--- src/rtl/mfp_ahb_param_ic.sv ---
// mfp_ahb_param_ic: parametrised single-master AHB-lite interconnect.
// Decodes HADDR against per-slave base/mask pairs, fans the address phase out
// as a one-hot HSEL, and routes the selected slave's data-phase response back
// to the master. Unmapped NONSEQ/SEQ transfers are answered by a built-in
// default slave with a two-cycle ERROR, and are recorded in a small error log.
module mfp_ahb_param_ic #(
    parameter int                     N_SLAVES = 9,
    parameter logic [N_SLAVES*32-1:0] SLV_BASE = {N_SLAVES{32'h0}},
    parameter logic [N_SLAVES*32-1:0] SLV_MASK = {N_SLAVES{32'h1FF00000}}
) (
    input  logic                     HCLK,
    input  logic                     HRESETn,
    input  logic [31:0]              HADDR,
    input  logic [1:0]               HTRANS,
    input  logic                     HWRITE,
    output logic [31:0]              HRDATA,
    output logic                     HREADY,
    output logic                     HRESP,
    output logic [N_SLAVES-1:0]      HSEL,
    input  logic [N_SLAVES*32-1:0]   HRDATA_S,
    input  logic [N_SLAVES-1:0]      HREADYOUT_S,
    input  logic [N_SLAVES-1:0]      HRESP_S,
    output logic [31:0]              ERR_ADDR,
    output logic                     ERR_WRITE,
    output logic [7:0]               ERR_COUNT
);

    typedef enum logic [1:0] {
        DS_IDLE = 2'd0,
        DS_ERR1 = 2'd1,
        DS_ERR2 = 2'd2
    } ds_state_e;

    logic [N_SLAVES-1:0] w_hsel;
    logic                w_found;
    logic                w_nomatch;
    logic                w_err_accept;
    logic [N_SLAVES-1:0] r_sel_d;
    ds_state_e           r_ds_state;
    ds_state_e           w_ds_next;
    logic                w_ds_ready;
    logic                w_ds_resp;
    logic [31:0]         r_err_addr;
    logic                r_err_write;
    logic [7:0]          r_err_count;

    // Address decode: the lowest matching index wins, so HSEL is one-hot or zero.
    always_comb begin
        // NOTE: every combinational output gets a default first so no path leaves it unassigned (no latch).
        w_hsel  = '0;
        w_found = 1'b0;
        for (int i = 0; i < N_SLAVES; i++) begin
            if (!w_found && ((HADDR & SLV_MASK[32*i +: 32]) == SLV_BASE[32*i +: 32])) begin
                w_hsel[i] = 1'b1;
                w_found   = 1'b1;
            end
        end
    end

    assign HSEL         = w_hsel;
    assign w_nomatch    = ~|w_hsel;
    // An unmapped active transfer is accepted only when the bus is ready.
    assign w_err_accept = w_nomatch & HTRANS[1] & HREADY;

    // Data-phase select: loads on a completed data phase, holds through wait states.
    always_ff @(posedge HCLK or negedge HRESETn) begin
        // NOTE: state updates use non-blocking assignments so all flops sample pre-edge values.
        if (!HRESETn) begin
            r_sel_d <= '0;
        end else if (HREADY) begin
            r_sel_d <= w_hsel;
        end
    end

    // Default-slave state register.
    always_ff @(posedge HCLK or negedge HRESETn) begin
        if (!HRESETn) begin
            r_ds_state <= DS_IDLE;
        end else begin
            r_ds_state <= w_ds_next;
        end
    end

    // Default-slave next state: ERROR is a stall cycle then a completing cycle.
    always_comb begin
        w_ds_next = r_ds_state;
        case (r_ds_state)
            DS_IDLE: if (w_err_accept) w_ds_next = DS_ERR1;
            DS_ERR1: w_ds_next = DS_ERR2;
            DS_ERR2: w_ds_next = w_err_accept ? DS_ERR1 : DS_IDLE;
            default: w_ds_next = DS_IDLE;
        endcase
    end

    // Default-slave outputs, decoded from state only.
    always_comb begin
        w_ds_ready = 1'b1;
        w_ds_resp  = 1'b0;
        case (r_ds_state)
            DS_ERR1: begin
                w_ds_ready = 1'b0;
                w_ds_resp  = 1'b1;
            end
            DS_ERR2: w_ds_resp = 1'b1;
            default: ;
        endcase
    end

    // Data-phase return mux: selected slave, or the default slave when none.
    always_comb begin
        HRDATA = '0;
        HREADY = w_ds_ready;
        HRESP  = w_ds_resp;
        for (int i = 0; i < N_SLAVES; i++) begin
            if (r_sel_d[i]) begin
                HRDATA = HRDATA_S[32*i +: 32];
                HREADY = HREADYOUT_S[i];
                HRESP  = HRESP_S[i];
            end
        end
    end

    // Error log: capture and count every accepted unmapped NONSEQ/SEQ transfer.
    always_ff @(posedge HCLK or negedge HRESETn) begin
        if (!HRESETn) begin
            r_err_addr  <= '0;
            r_err_write <= 1'b0;
            r_err_count <= '0;
        end else if (w_err_accept) begin
            r_err_addr  <= HADDR;
            r_err_write <= HWRITE;
            if (r_err_count != 8'hFF) begin
                r_err_count <= r_err_count + 8'd1;
            end
        end
    end

    assign ERR_ADDR  = r_err_addr;
    assign ERR_WRITE = r_err_write;
    assign ERR_COUNT = r_err_count;

endmodule
--- config.mk ---
export PLATFORM = sky130hd
export DESIGN_NAME = mfp_ahb_param_ic
export DESIGN_NICKNAME = d
export VERILOG_FILES = /design/src/rtl/mfp_ahb_param_ic.sv
export SDC_FILE = /design/constraint.sdc
export NUM_CORES = 1
export LEC_CHECK = 0
export ABC_AREA = 1
export CAP_MARGIN = 20
export CELL_PAD_IN_SITES_DETAIL_PLACEMENT = 0
export CELL_PAD_IN_SITES_GLOBAL_PLACEMENT = 1
export CORE_AREA = 3 3 163 165
export DETAILED_ROUTE_END_ITERATION = 16
export DIE_AREA = 0 0 166 168
export GPL_TIMING_DRIVEN = 0
export PLACE_DENSITY = 0.77
export SYNTH_ARGS = -nofsm -noshare
export SYNTH_HDL_FRONTEND = slang
export SYNTH_SLANG_ARGS = --single-unit
--- constraint.sdc ---
create_clock -name HCLK -period 2.62 [get_ports HCLK]
set_input_delay 0.262 -clock HCLK [delete_from_list [all_inputs] [get_ports HCLK]]
set_output_delay 0.262 -clock HCLK [all_outputs]
set_load 0.02 [all_outputs]
==> flow_metrics.py, run 1 <==
metrics = {
    "place": {
        "place.gp.congestion": 0.760,
        "io_buffers": 145,
        "hpwl_um": 7210,
        "dpl.cell_count": 809,
        "place_area_um2": 4270,
    },
    "clock_tree": {
        "cts-buffers-inserted": 5,
        "clock-sinks": 44,
        "cts_tree": "built",
        "cts_setup_buffers": 0,
        "clk_latency_ns": 0.29,
        "h-tree-depth": 2,
        "clockBufferDepth": 2,
        "cts_root_buf": "clkbuf_16",
        "clk_pin_slew_worst_paths_ns": 0.06,
    },
    "hold_path": {
        "hold_path_class": "in -> async",
    },
    "floorplanning": {
        "rows": 58,
        "coreArea_um2": 25200,
        "dieArea_um2": 27900,
        "start_util": 0.0941,
        "pin_count": 427,
        "die_x_um": 166,
        "fp.dieH_um": 168,
    },
    "routing": {
        "drt-total-wl_um": 8680,
        "vias_per_cell": 3.00,
        "wl_per_cell_um": 10.6,
        "dr.pass1.iters": 4,
        "drt_iter0_drc": 54,
        "drc": 0,
        "via_count": 2455,
        "ant_nets": 0,
    },
    "worst_setup_path": {
        "crit_end": "HSEL[0]",
        "cp-startpoint": "HADDR[22]",
        "crit_type": "in -> out",
        "crit_path_start_kind": "input port",
        "cp.required_ns": 2.36,
        "cp.arrival_ns": 2.08,
        "r2r_start": "r_ds_state[1]",
        "worstRegToRegCells": 10,
        "crit_fanout": 2,
        "timing.rr.end": "ERR_ADDR[6]",
        "cp-end-kind": "output port",
        "r2r_slack_ns": 0.95,
    },
    "finish": {
        "final_layout_size_suffix_gt1_frac": 0.0717,
        "design_area_um2": 4470,
        "finalNonFillerCells": 818,
        "area_growth_pct": 88.6,
        "fill_cells": 2836,
        "layout.nets": 835,
        "regArea_um2": 1100,
        "antennaDiodeCount": 0,
        "multi_input_area_um2": 978,
    },
    "sta": {
        "period_minus_slack_ns": 2.34,
        "hold_viol": 0,
        "max_freq_mhz": 427,
        "rsz0062_at_grt": "no",
        "fin_crit_sh": 0.894,
        "drv_slew": 0,
        "finalSetupTns_ns": 0,
        "finalClockSkew_ns": 0.00296,
        "finalSetupViolCount": 0,
    },
    "power_and_ir_drop": {
        "switching_share": 0.373,
        "p_total_mw": 3.46,
        "powerDensity_nw_per_um2": 775,
        "intPower_mw": 2.17,
        "power.switching_mw": 1.29,
        "clock_power_share": 0.222,
        "p_seq_frac": 0.316,
        "irDropWorstVdd_mv": 0.416,
        "power_frac_comb": 0.462,
        "p_leak_nw": 2.22,
    },
    "logic_synthesis": {
        "async_flop_share": 1.00,
        "syn_area_um2": 2370,
        "synthCells": 326,
        "synthTopCellsByCount": "168 x nand2_1, 45 x inv_1, 44 x dfrtp_1, 14 x nand3_1, 13 x nor2_1",
        "ys_seq_area_frac": 0.465,
        "syn_area_per_cell_um2": 7.27,
        "synth_edf_count": 0,
        "yosysMostFrequentCell": "nand2_1",
        "synthDistinctLibCells": 20,
        "synth_top_cell_by_area": "dfrtp_1",
        "netlist_top_cells_area": "dfrtp_1 46%, nand2_1 27%, inv_1 7.1%, nand3_1 3.0%, buf_4 2.9%",
        "yosys_warnings": 0,
        "synth_ff_type": "dfrtp_1",
        "synth-seq-cells": 44,
        "synth_top_cell_area_share": 0.465,
    },
    "global_routing": {
        "grt_first_pass_wirelength_um": 13300,
        "grt_overflow": 0,
        "grtUsageTotal": 0.0618,
        "antenna_found_initial": 2,
        "grt_pass1_vias": 2401,
        "grt_max_degree": 30,
    },
    "status": {
        "status": "finished clean",
    },
    "flow_run": {
        "maxCapViolations": 0,
    },
}
[worst min-delay path by stage]
stage                 from            to  slack, ns  depth (start not counted)
5_1_grt            HRESETn  ERR_COUNT[7]       0.46                          2
4_1_cts            HRESETn  ERR_COUNT[7]       0.44                          2
3_3_place_gp   ERR_ADDR[4]   ERR_ADDR[4]       0.46                          2
2_1_floorplan      HRESETn   ERR_ADDR[0]      -0.03                          0
3_5_place_dp       HRESETn  ERR_COUNT[7]       0.23                          1
6_report           HRESETn  ERR_COUNT[6]       0.44                          2
[state kept, by name, indices dropped and copies added (netlist names)]
name / flops
ERR_ADDR: 32
ERR_WRITE: 1
r_ds_state: 2
ERR_COUNT: 8
r_sel_d: 1
[layout make-up]
type                            count  area share
Clock inverter                      1     0.00672
Sequential cell                    44       0.246
Inverter                           47      0.0395
Buffer                             19      0.0311
Timing Repair Buffer              147       0.331
Multi-Input combinational cell    223       0.219
Clock buffer                        7      0.0342
Tap cell                          330      0.0924
[critical path, cell delays in order]
cell and delay, ns:
clkdlybuf4s50_1 0.49, nor2_1 0.16, nand3_1 0.15, nor2_1 0.30, clkdlybuf4s50_1 0.72
[stage by stage]
| stage | setup slack, ns | util | hold slack (ns) |
|---|---|---|---|
| 6_report | 0.277 | 0.177 | 0.440 |
| 5_1_grt | 0.138 | 0.177 | 0.463 |
| 4_1_cts | 0.216 | 0.177 | 0.436 |
| 3_5_place_dp | 0.227 | 0.170 | 0.227 |
| 3_3_place_gp | -0.190 | 0.169 | 0.461 |
| 2_1_floorplan | 1.14 | - | -0.0336 |
[timing repair]
item | 4_1_cts | 5_1_grt
setup endpoints to repair | 0 | 0
hold endpoints to repair | 15 | 0
gates resized for setup | 0 | 0
hold buffers | 1 | 0
[cell usage in the layout, fill, tap and decap left out]
master           instances
nand2_1                168
clkdlybuf4s50_1        144
inv_1                   45
dfrtp_1                 44
nand3_1                 14
nor2_1                  13
buf_4                    9
conb_1                   8
ha_1                     5
clkbuf_16                5
buf_6                    4
buf_2                    4
o21ai_0                  4
clkbuf_1                 3
xor2_1                   3
inv_2                    2
nand2_4                  2
nand2_2                  2
clkbuf_8                 2
nor2_8                   1
nor2_4                   1
o21ai_4                  1
nand3b_1                 1
bufinv_16                1
dlygate4sd3_1            1
buf_12                   1
[cell families (layout without fill, tap and decap cells)]
logic type	after synthesis	count (layout)	synth area share
flip-flops	44	44	0.465
buffers and inverters	66	221	0.133
AO/OA/AOI/OAI	5	5	0.0153
AND/OR/NAND/NOR	202	202	0.348
XOR/XNOR	3	3	0.0111
other	1	8	0.00158
adder cells (fa/ha/maj)	5	5	0.0264
[metal layers]
metal  GRT usage  up-vias  wire length [um]
met5           0        -                24
li1            -     1256                 -
met3      0.0289       13               860
met4      0.0184        4               130
met1      0.0702     1074              3590
met2       0.104      108              4080
[power groups by stage]
stage          sequential [mW]  clock (mW)  combinational, mW
3_5_place_dp              1.10           0               1.63
6_report                  1.09       0.768               1.60
3_3_place_gp              1.10           0               1.61
4_1_cts                   1.10       0.809               1.64
5_1_grt                   1.14       0.825               1.75
2_1_floorplan             1.37           0              0.536
(Power assumes the default switching activity.)
==> run 2, diff against run 1 <==
- CAP_MARGIN: 20 -> 30
- GPL_ROUTABILITY_DRIVEN: unset -> 0
==> run 2 against run 1 <==
Sequential share of layout area did not move; critical path type unchanged; die area did not move; sequential power barely moved; core utilization did not move; final cell count did not move; worst hold slack did not move; non-clock buffer count did not move; global-route usage did not move.
==> flow_metrics.py, run 2 (synthesis results as in run 1) <==
metrics = {
    "worst_setup_path": {
        "crit_type": "in -> out",
        "cp-end-kind": "output port",
        "cp.arrival_ns": 2.08,
        "crit_fanout": 2,
        "crit_family": "buffers and inverters",
        "crit_chain": "clkdlybuf4s50_1 -> nor2_1 -> nand3_1 -> nor2_1 -> clkdlybuf4s50_1",
        "crit_path_start_kind": "input port",
        "max_stage_delay_ns": 0.72,
        "crit_path_top_delay_cell": "clkdlybuf4s50_1",
        "critPathBufInv": 2,
        "cp.required_ns": 2.36,
    },
    "status": {
        "status": "finished clean",
    },
    "clock_tree": {
        "cts_root_buf": "clkbuf_16",
        "clk_pin_slew_worst_paths_ns": 0.06,
        "cts-buffers-inserted": 5,
        "h-tree-depth": 2,
        "clk_latency_ns": 0.29,
        "clock-sinks": 44,
        "clockBufferDepth": 2,
        "cts_tree": "built",
    },
    "global_routing": {
        "top_usage_layer": "met2",
        "antenna_found_initial": 2,
        "grt_max_degree": 30,
        "grtUsageTotal": 0.0618,
        "grt_pass1_vias": 2401,
        "met3_usage": 0.0289,
        "grt_first_pass_wirelength_um": 13300,
        "grt_overflow": 0,
        "grt_use_met1": 0.0702,
        "grtUsageMet2": 0.104,
    },
    "finish": {
        "finalNonFillerCells": 818,
        "final_cell_mix": "168 x nand2_1, 144 x clkdlybuf4s50_1, 45 x inv_1, 44 x dfrtp_1, 14 x nand3_1",
        "layout_commonest_cell": "nand2_1",
        "area_growth_pct": 88.6,
        "fin_util": 0.177,
        "layout.nets": 835,
        "antennaDiodeCount": 0,
        "largest_reg_flops": 32,
        "final_layout_size_suffix_gt1_frac": 0.0717,
    },
    "sta": {
        "period_minus_slack_ns": 2.34,
        "finalClockSkew_ns": 0.00296,
        "max_freq_mhz": 427,
        "timing.hold.ws_ns": 0.440,
        "fin_crit_sh": 0.894,
        "hold_viol": 0,
        "drv_slew": 0,
        "rsz0062_at_grt": "no",
        "finalSetupViolCount": 0,
    },
    "power_and_ir_drop": {
        "p_leak_nw": 2.22,
        "p_total_mw": 3.46,
        "irDropWorstVdd_mv": 0.416,
        "powerDensity_nw_per_um2": 775,
    },
    "floorplanning": {
        "pin_count": 427,
        "start_util": 0.0941,
        "coreArea_um2": 25200,
        "dieArea_um2": 27900,
        "rows": 58,
        "die_x_um": 166,
        "fp.dieH_um": 168,
    },
    "place": {
        "dpl.cell_count": 809,
        "io_buffers": 145,
        "hpwl_um": 7210,
    },
    "routing": {
        "drt_iter0_drc": 54,
        "drc": 0,
        "vias_per_cell": 3.00,
        "drt-total-wl_um": 8680,
        "dr.pass1.iters": 4,
        "ant_nets": 0,
        "via_count": 2455,
        "wl_per_cell_um": 10.6,
    },
    "hold_path": {
        "hold_path_class": "in -> async",
    },
    "flow_run": {
        "maxCapViolations": 0,
    },
}
[run 2: metal layers]
layer | up-vias | share of wire
li1 | 1256 | -
met1 | 1074 | 0.41
met2 | 108 | 0.47
met3 | 13 | 0.099
met4 | 4 | 0.015
met5 | - | 0.0028
[run 2: path summary, 6_finish.rpt]
path / from / to / slack, ns / depth (start not counted)
setup / recovery: HADDR[22] / HSEL[0] / 0.28 / 5
min in group HCLK: ERR_ADDR[25] / ERR_ADDR[25] / 0.48 / 2
max in group asynchronous: HRESETn / ERR_ADDR[28] / 1.67 / 3
hold reg to reg: ERR_ADDR[25] / ERR_ADDR[25] / 0.48 / 2
setup reg to reg: r_ds_state[1] / ERR_ADDR[6] / 0.95 / 10
hold / removal: HRESETn / ERR_COUNT[6] / 0.44 / 2
[run 2: cell type report]
type / instances / area, um2
Fill cell: 2836 / 20700
Timing Repair Buffer: 147 / 1480
Sequential cell: 44 / 1100
Multi-Input combinational cell: 223 / 978
Tap cell: 330 / 413
Inverter: 47 / 176
Clock buffer: 7 / 153
Buffer: 19 / 139
Clock inverter: 1 / 30.0
[run 2: what timing repair did]
item	in CTS	in global routing
setup endpoints to repair	0	0
hold buffers	1	0
resized for setup	0	0
endpoints found under the hold margin	15	0
setup buffers	0	0
[run 2: power by group]
part,leakage [nW],internal [mW],switching (mW)
sequential,0.550,0.923,0.171
combinational,1.58,0.745,0.856
clock,0.0901,0.502,0.266
[run 2: stage by stage]
| step | worst slack (ns) | cell area (um2) | TNS (ns) |
|---|---|---|---|
| after CTS | 0.216 | 4470 | 0 |
| after global routing | 0.138 | 4470 | 0 |
| after detailed placement | 0.227 | 4270 | 0 |
| after floorplan | 1.14 | 2390 | 0 |
| after global placement | -0.190 | 4260 | -8.07 |
| final | 0.277 | 4470 | 0 |
